<file path="src/rtl/jtdsp16_prog_loader_pkg.sv">
// Shared definitions for the jtdsp16 program loader.
//   DSP16_PROG_AW  : default program address width, shared with the jtdsp16 core
//   loader_state_t : loader FSM states
//   pack_word()    : joins the two bytes of a pair into a program word
package jtdsp16_prog_loader_pkg;

    localparam int DSP16_PROG_AW = 12;

    typedef enum logic [2:0] {
        ST_IDLE  = 3'd0,
        ST_LOAD  = 3'd1,
        ST_FLUSH = 3'd2,
        ST_HOLD  = 3'd3,
        ST_RUN   = 3'd4
    } loader_state_t;

    // first_byte is the byte that arrived first in the download stream.
    function automatic logic [15:0] pack_word(input logic [7:0] first_byte,
                                              input logic [7:0] second_byte,
                                              input logic       big_endian);
        return big_endian ? {first_byte, second_byte} : {second_byte, first_byte};
    endfunction

endpackage

</file>
<file path="src/rtl/jtdsp16_prog_loader_if.sv">
// Download-stream and program-ROM write bus seen by the loader.
//   dwn_en/dwn_wr/dwn_byte    : byte download stream (host -> loader)
//   prog_addr/prog_data/prog_we: program ROM write port (loader -> jtdsp16)
// Modports: master = download host side, slave = loader side.
interface jtdsp16_prog_loader_if
    import jtdsp16_prog_loader_pkg::*;
#(
    parameter int AW = DSP16_PROG_AW
);
    logic          dwn_en;
    logic          dwn_wr;
    logic [7:0]    dwn_byte;
    logic [AW-1:0] prog_addr;
    logic [15:0]   prog_data;
    logic          prog_we;

    modport master (
        output dwn_en, dwn_wr, dwn_byte,
        input  prog_addr, prog_data, prog_we
    );

    modport slave (
        input  dwn_en, dwn_wr, dwn_byte,
        output prog_addr, prog_data, prog_we
    );
endinterface

</file>
<file path="src/rtl/jtdsp16_byte_pack.sv">
// Byte pairing for the program loader.
//   clk, rst  : clock, synchronous active-high reset
//   clr       : drop any pending byte (start of a new load)
//   wr        : accepted download byte strobe, data on data_byte
//   flush     : end of stream; a pending byte is emitted padded with 0x00
//   word      : assembled word, valid in the same cycle as word_vld
//   word_vld  : one-cycle pulse when a pair (or a flushed single byte) completes
module jtdsp16_byte_pack
    import jtdsp16_prog_loader_pkg::*;
#(
    parameter bit BIG_ENDIAN = 1'b1
) (
    input  logic        clk,
    input  logic        rst,
    input  logic        clr,
    input  logic        wr,
    input  logic [7:0]  data_byte,
    input  logic        flush,
    output logic [15:0] word,
    output logic        word_vld
);

    logic       pend_q,  pend_d;
    logic [7:0] first_q, first_d;

    always_comb begin
        // word/word_vld are combinational so the top can register prog_we
        // exactly one cycle after the completing byte.
        word_vld = pend_q & (wr | flush) & ~clr;
        word     = pack_word(first_q, wr ? data_byte : 8'h00, BIG_ENDIAN);
        pend_d   = pend_q;
        first_d  = first_q;
        if (clr || word_vld) begin
            pend_d = 1'b0;
        end else if (wr) begin
            pend_d  = 1'b1;
            first_d = data_byte;
        end
    end

    always_ff @(posedge clk) begin
        if (rst) begin
            pend_q  <= 1'b0;
            first_q <= 8'h00;
        end else begin
            pend_q  <= pend_d;
            first_q <= first_d;
        end
    end

endmodule

</file>
<file path="src/rtl/jtdsp16_prog_loader.sv">
// Program loader for the jtdsp16 program ROM.
//   clk, rst : clock, synchronous active-high reset
//   bus      : slave side of the download stream / program write bus
//   dsp_rst  : reset to the DSP; low only in RUN
//   done     : high in RUN
//   ovf      : sticky, a word arrived after the ROM was already full
//   word_cnt : words written by the current or last load (max 2**AW)
//   sum      : mod-2^16 sum of written words
// Flow: IDLE -> LOAD -> FLUSH -> HOLD -> RUN; dwn_en in HOLD/RUN restarts LOAD.
module jtdsp16_prog_loader
    import jtdsp16_prog_loader_pkg::*;
#(
    parameter int AW         = DSP16_PROG_AW,
    parameter bit BIG_ENDIAN = 1'b1,
    parameter int RST_HOLD   = 16
) (
    input  logic                  clk,
    input  logic                  rst,
    jtdsp16_prog_loader_if.slave  bus,
    output logic                  dsp_rst,
    output logic                  done,
    output logic                  ovf,
    output logic [AW:0]           word_cnt,
    output logic [15:0]           sum
);

    localparam logic [AW:0]   FULL_CNT  = {1'b1, {AW{1'b0}}};
    localparam logic [AW-1:0] ADDR_MAX  = {AW{1'b1}};
    localparam logic [7:0]    HOLD_INIT = 8'(RST_HOLD - 1);

    loader_state_t state_q, state_d;
    logic [7:0]    hold_cnt_q, hold_cnt_d;
    logic [AW-1:0] prog_addr_q, prog_addr_d;
    logic [15:0]   prog_data_q, prog_data_d;
    logic          prog_we_q, prog_we_d;
    logic [AW:0]   word_cnt_q, word_cnt_d;
    logic [15:0]   sum_q, sum_d;
    logic          ovf_q, ovf_d;
    logic          dsp_rst_q, dsp_rst_d;
    logic          done_q, done_d;

    logic          start_load;
    logic          pack_wr;
    logic          pack_flush;
    logic [15:0]   pk_word;
    logic          pk_vld;

    jtdsp16_byte_pack #(
        .BIG_ENDIAN (BIG_ENDIAN)
    ) u_pack (
        .clk       (clk),
        .rst       (rst),
        .clr       (start_load),
        .wr        (pack_wr),
        .data_byte (bus.dwn_byte),
        .flush     (pack_flush),
        .word      (pk_word),
        .word_vld  (pk_vld)
    );

    // Sequencing: kept apart from the datapath block because the datapath
    // consumes pk_vld, which is itself a function of pack_wr/pack_flush.
    always_comb begin
        state_d    = state_q;
        hold_cnt_d = hold_cnt_q;
        start_load = 1'b0;
        pack_wr    = 1'b0;
        pack_flush = 1'b0;
        case (state_q)
            ST_IDLE: start_load = bus.dwn_en;
            ST_LOAD: begin
                if (bus.dwn_en) begin
                    pack_wr = bus.dwn_wr;
                end else begin
                    // A pending byte leaves as a word now; its prog_we falls in
                    // the single FLUSH cycle and its commit ends FLUSH.
                    pack_flush = 1'b1;
                    state_d    = ST_FLUSH;
                end
            end
            ST_FLUSH: begin
                state_d    = ST_HOLD;
                hold_cnt_d = HOLD_INIT;
            end
            ST_HOLD: begin
                if (bus.dwn_en) begin
                    start_load = 1'b1;
                end else if (hold_cnt_q == 8'd0) begin
                    state_d = ST_RUN;
                end else begin
                    hold_cnt_d = hold_cnt_q - 8'd1;
                end
            end
            ST_RUN:  start_load = bus.dwn_en;
            default: state_d = ST_IDLE;
        endcase
        if (start_load) begin
            state_d = ST_LOAD;
        end
    end

    // Datapath: write issue, commit of last cycle's write, counters, status.
    always_comb begin
        prog_addr_d = prog_addr_q;
        prog_data_d = prog_data_q;
        prog_we_d   = 1'b0;
        word_cnt_d  = word_cnt_q;
        sum_d       = sum_q;
        ovf_d       = ovf_q;

        // Commit the write presented during this cycle. The address stops at
        // the last location; a full ROM is reported through ovf instead.
        if (prog_we_q) begin
            word_cnt_d = word_cnt_q + 1'b1;
            sum_d      = sum_q + prog_data_q;
            if (prog_addr_q != ADDR_MAX) begin
                prog_addr_d = prog_addr_q + 1'b1;
            end
        end

        // Words complete at most every other cycle, so word_cnt_q is already
        // up to date whenever pk_vld is seen.
        if (pk_vld) begin
            if (word_cnt_q == FULL_CNT) begin
                ovf_d = 1'b1;
            end else begin
                prog_we_d   = 1'b1;
                prog_data_d = pk_word;
            end
        end

        if (start_load) begin
            prog_addr_d = '0;
            word_cnt_d  = '0;
            sum_d       = 16'h0000;
            ovf_d       = 1'b0;
        end

        dsp_rst_d = (state_d != ST_RUN);
        done_d    = (state_d == ST_RUN);
    end

    always_ff @(posedge clk) begin
        if (rst) begin
            state_q     <= ST_IDLE;
            hold_cnt_q  <= 8'd0;
            prog_addr_q <= '0;
            prog_data_q <= 16'h0000;
            prog_we_q   <= 1'b0;
            word_cnt_q  <= '0;
            sum_q       <= 16'h0000;
            ovf_q       <= 1'b0;
            dsp_rst_q   <= 1'b1;
            done_q      <= 1'b0;
        end else begin
            state_q     <= state_d;
            hold_cnt_q  <= hold_cnt_d;
            prog_addr_q <= prog_addr_d;
            prog_data_q <= prog_data_d;
            prog_we_q   <= prog_we_d;
            word_cnt_q  <= word_cnt_d;
            sum_q       <= sum_d;
            ovf_q       <= ovf_d;
            dsp_rst_q   <= dsp_rst_d;
            done_q      <= done_d;
        end
    end

    assign bus.prog_addr = prog_addr_q;
    assign bus.prog_data = prog_data_q;
    assign bus.prog_we   = prog_we_q;
    assign dsp_rst       = dsp_rst_q;
    assign done          = done_q;
    assign ovf           = ovf_q;
    assign word_cnt      = word_cnt_q;
    assign sum           = sum_q;

endmodule

</file>
<file path="src/flat_wrapper.sv">
// flat-port wrapper written by rule: the top's interface ports become plain ports
module jtdsp16_prog_loader_flat import jtdsp16_prog_loader_pkg::*;
#(
    parameter int AW         = DSP16_PROG_AW,
    parameter bit BIG_ENDIAN = 1'b1,
    parameter int RST_HOLD   = 16
)
  (clk, rst, dsp_rst, done, ovf, word_cnt, sum, bus_dwn_en, bus_dwn_wr, bus_dwn_byte, bus_prog_addr, bus_prog_data, bus_prog_we);
  jtdsp16_prog_loader_if #(.AW(AW)) bus_i ();
  input  logic clk;
  input  logic rst;
  output logic dsp_rst;
  output logic done;
  output logic ovf;
  output logic [AW:0] word_cnt;
  output logic [15:0] sum;
  input wire logic [$bits(bus_i.dwn_en)-1:0] bus_dwn_en;
  input wire logic [$bits(bus_i.dwn_wr)-1:0] bus_dwn_wr;
  input wire logic [$bits(bus_i.dwn_byte)-1:0] bus_dwn_byte;
  output wire logic [$bits(bus_i.prog_addr)-1:0] bus_prog_addr;
  output wire logic [$bits(bus_i.prog_data)-1:0] bus_prog_data;
  output wire logic [$bits(bus_i.prog_we)-1:0] bus_prog_we;
  assign bus_i.dwn_en = bus_dwn_en;
  assign bus_i.dwn_wr = bus_dwn_wr;
  assign bus_i.dwn_byte = bus_dwn_byte;
  assign bus_prog_addr = bus_i.prog_addr;
  assign bus_prog_data = bus_i.prog_data;
  assign bus_prog_we = bus_i.prog_we;
  jtdsp16_prog_loader #(.AW(AW), .BIG_ENDIAN(BIG_ENDIAN), .RST_HOLD(RST_HOLD)) u_core (.clk(clk), .rst(rst), .bus(bus_i), .dsp_rst(dsp_rst), .done(done), .ovf(ovf), .word_cnt(word_cnt), .sum(sum));
endmodule
</file>
<file path="config.mk">
export PLATFORM = sky130hd
export DESIGN_NAME = jtdsp16_prog_loader_flat
export DESIGN_NICKNAME = d
export VERILOG_FILES = /design/src/rtl/jtdsp16_prog_loader_pkg.sv /design/src/rtl/jtdsp16_prog_loader_if.sv /design/src/rtl/jtdsp16_byte_pack.sv /design/src/rtl/jtdsp16_prog_loader.sv /design/src/flat_wrapper.sv
export SDC_FILE = /design/constraint.sdc
export NUM_CORES = 1
export LEC_CHECK = 0
export ABC_AREA = 1
export CORE_ASPECT_RATIO = 1.25
export CORE_MARGIN = 1.5
export CORE_UTILIZATION = 44
export CTS_BUF_LIST = sky130_fd_sc_hd__clkbuf_2 sky130_fd_sc_hd__clkbuf_4 sky130_fd_sc_hd__clkbuf_8
export CTS_CLUSTER_DIAMETER = 30
export DETAILED_ROUTE_END_ITERATION = 12
export PLACE_DENSITY = 0.66
export SYNTH_ARGS = -nofsm -noshare
export SYNTH_HDL_FRONTEND = slang
export SYNTH_SLANG_ARGS = --single-unit
</file>
<file path="constraint.sdc">
create_clock -name clk -period 2.4 [get_ports clk]
set_input_delay 0.48 -clock clk [delete_from_list [all_inputs] [get_ports clk]]
set_output_delay 0.48 -clock clk [all_outputs]
set_load 0.03 [all_outputs]
</file>
==> qor.yml <==
cts:
  clk_latency_ns: 0.36
  htree_levels: 3
  clk_path_buf_depth: 2
  cts_tree: "yes"
  post-cts-setup-buffers: 0
  clock-root-buffer: "clkbuf_8"
  cts.hold.buffers_added: 0
  cts.repair.resized: 0
  numCtsBuffers: 9
  clk_pin_slew_ns: 0.08
  clock-sinks: 81
worst_setup_path:
  crit_fanout: 4
  cp_slowest_cell: "clkdlybuf4s50_1"
  setup.worst_path.end_class: "primary output"
  arrival_ns: 1.53
  slowest_delay_ns: 0.72
  required_ns: 1.92
  worstPathCellList: "clkdlybuf4s50_1"
  cp-start-kind: "flip-flop"
  critPathKind: "flip-flop to primary output"
  crit_buf_inv: 1
  cp_top_family: "buffers and inverters"
drt:
  viasPerCell: 4.91
  finalWirelength_mm: 10.1
  dr.pass1.iters: 4
  ant_nets: 0
  post_drt_wl_per_cell_um: 12.5
  vias: 3981
  drt_first_iter_violations: 169
  drc: 0
sta:
  period_share: 0.838
  finClkSkew_ns: 0.0104
  slew_headroom: 0.596
  rsz0062_at_grt: "false"
  fmax_mhz: 497
  finalHoldViolations: 0
  layout_min_cycle_time_ns: 2.01
  tightest_slew_ns: 0.601
  tns_ns: 0
  final_max_slew_viol_count: 0
  finalSetupViolCount: 0
global_route:
  grt_pass1_vias: 3667
  grt.overflow.total: 0
  grt_max_degree: 28
  grt_pass1_wl_mm: 16.8
  grtUsageTotal: 0.204
  antenna_found_initial: 0
final_layout:
  layout_commonest_cell: "nand2_1"
  finalCoreUtilization: 0.573
  final_cell_mix: "122 x nand2_1, 98 x nor2_1, 81 x dfxtp_1, 72 x clkdlybuf4s50_1, 68 x inv_1"
  layout-drive-gt1-share: 0.0597
  nNetsFinal: 714
  area_delta_synth_final_pct: 25.2
  diodes: 0
place:
  hpwl_mm: 7.93
  gp_congestion: 0.881
  io_buffers: 72
floorplanning:
  dieArea_um2: 10300
  die_h_um: 113
  die_x_um: 90.9
  start_util: 0.458
  core_area_um2: 9270
  io_pins: 73
  rows: 39
min_path:
  hold_class: "flip-flop to flip-flop"
logic_synthesis:
  synth_cell_types: 40
  synth.avg_cell_area_um2: 7.03
  yosysWarnings: 0
  ys_seq_area_frac: 0.382
  syn_inst: 604
  syn_nets: 636
  syn_area_um2: 4250
  synth-seq-cells: 81
power:
  p_per_area_nw_per_um2: 480
  ir_worst_vdd_mv: 0.369
  power_leakage_nw: 2.25
job:
  max-cap-violations: 0
status:
  status: "completed"
## per-stage QoR
stage	instances	instance area [um^2]	total power, mW	hold slack [ns]	worst slack (ns)
after floorplan	604	4250	1.50	0.445	0.592
after global placement	794	5110	1.56	0.448	0.284
after detailed placement	794	5110	1.56	0.449	0.223
after CTS	810	5310	2.59	0.462	0.349
after global routing	810	5310	2.66	0.487	0.323
final	810	5310	2.55	0.456	0.389
## path summary, 6_finish.rpt
path | startpoint | end | slack (ns) | cells after the start
setup / recovery | u_core.bus.prog_data[1]$_SDFFE_PP0P_ | bus_prog_data[1] | 0.39 | 1
hold / removal | u_core.ovf$_SDFFE_PP0P_ | u_core.ovf$_SDFFE_PP0P_ | 0.46 | 2
setup reg to reg | u_core.bus.prog_data[0]$_SDFFE_PP0P_ | u_core.sum[6]$_SDFFE_PP0P_ | 0.52 | 9
hold reg to reg | u_core.ovf$_SDFFE_PP0P_ | u_core.ovf$_SDFFE_PP0P_ | 0.46 | 2
## kinds of logic after synthesis
group,count (synthesis),share of synthesized area
flip-flops,81,0.382
AND/OR/NAND/NOR,306,0.320
adder cells (fa/ha/maj),20,0.0607
XOR/XNOR,22,0.0454
buffers and inverters,85,0.0796
AO/OA/AOI/OAI,90,0.113
## per-layer routing
layer,track usage,vias up,routed length (um)
met2,0.354,60,5050
met5,0,-,0
li1,-,2104,-
met1,0.253,1805,4640
met4,0.0698,0,147
met3,0.0363,12,302
## registers in the layout, indices dropped and copies added (netlist names), 3 cells and up
register,flops
u_core.bus.prog_addr,12
u_core.word_cnt,13
u_core.sum,16
u_core.hold_cnt_q,8
u_core.bus.prog_data,16
u_core.u_pack.first_q,8
u_core.state_q,3
## final cells by class
cell class,count,area [um^2]
flip-flops and latches,81,1620
clock inverters,6,67.6
repair buffers,79,773
fillers,910,3960
multi-input cells,438,2290
inverters,73,274
well taps,123,154
clock buffers,10,138
## cells in the mapped netlist, drive strengths merged
cell type | instances | area, um^2
a211oi | 2 | 15.0
a21oi | 40 | 200
a31oi | 1 | 6.26
and2 | 2 | 12.5
and3b | 1 | 8.76
buf | 10 | 56.3
clkbuf | 2 | 7.51
clkinv | 1 | 3.75
dfxtp | 81 | 1620
fa | 1 | 20.0
ha | 19 | 238
inv | 72 | 270
nand2 | 124 | 475
nand3 | 49 | 260
nand3b | 1 | 7.51
nand4 | 6 | 37.5
nor2 | 104 | 443
nor3 | 15 | 80.1
nor3b | 2 | 20.0
nor4 | 1 | 6.26
o211ai | 1 | 7.51
o21a | 3 | 22.5
o21ai | 40 | 200
o21bai | 2 | 15.0
o221a | 1 | 11.3
or2 | 1 | 6.26
xnor2 | 7 | 61.3
xor2 | 15 | 131
## report_power, final
part           internal [mW]  switching [mW]
logic                 0.0626           0.101
clock network          0.510           0.509
registers               1.36          0.0101
total                   1.93           0.620
(Power assumes the default switching activity.)
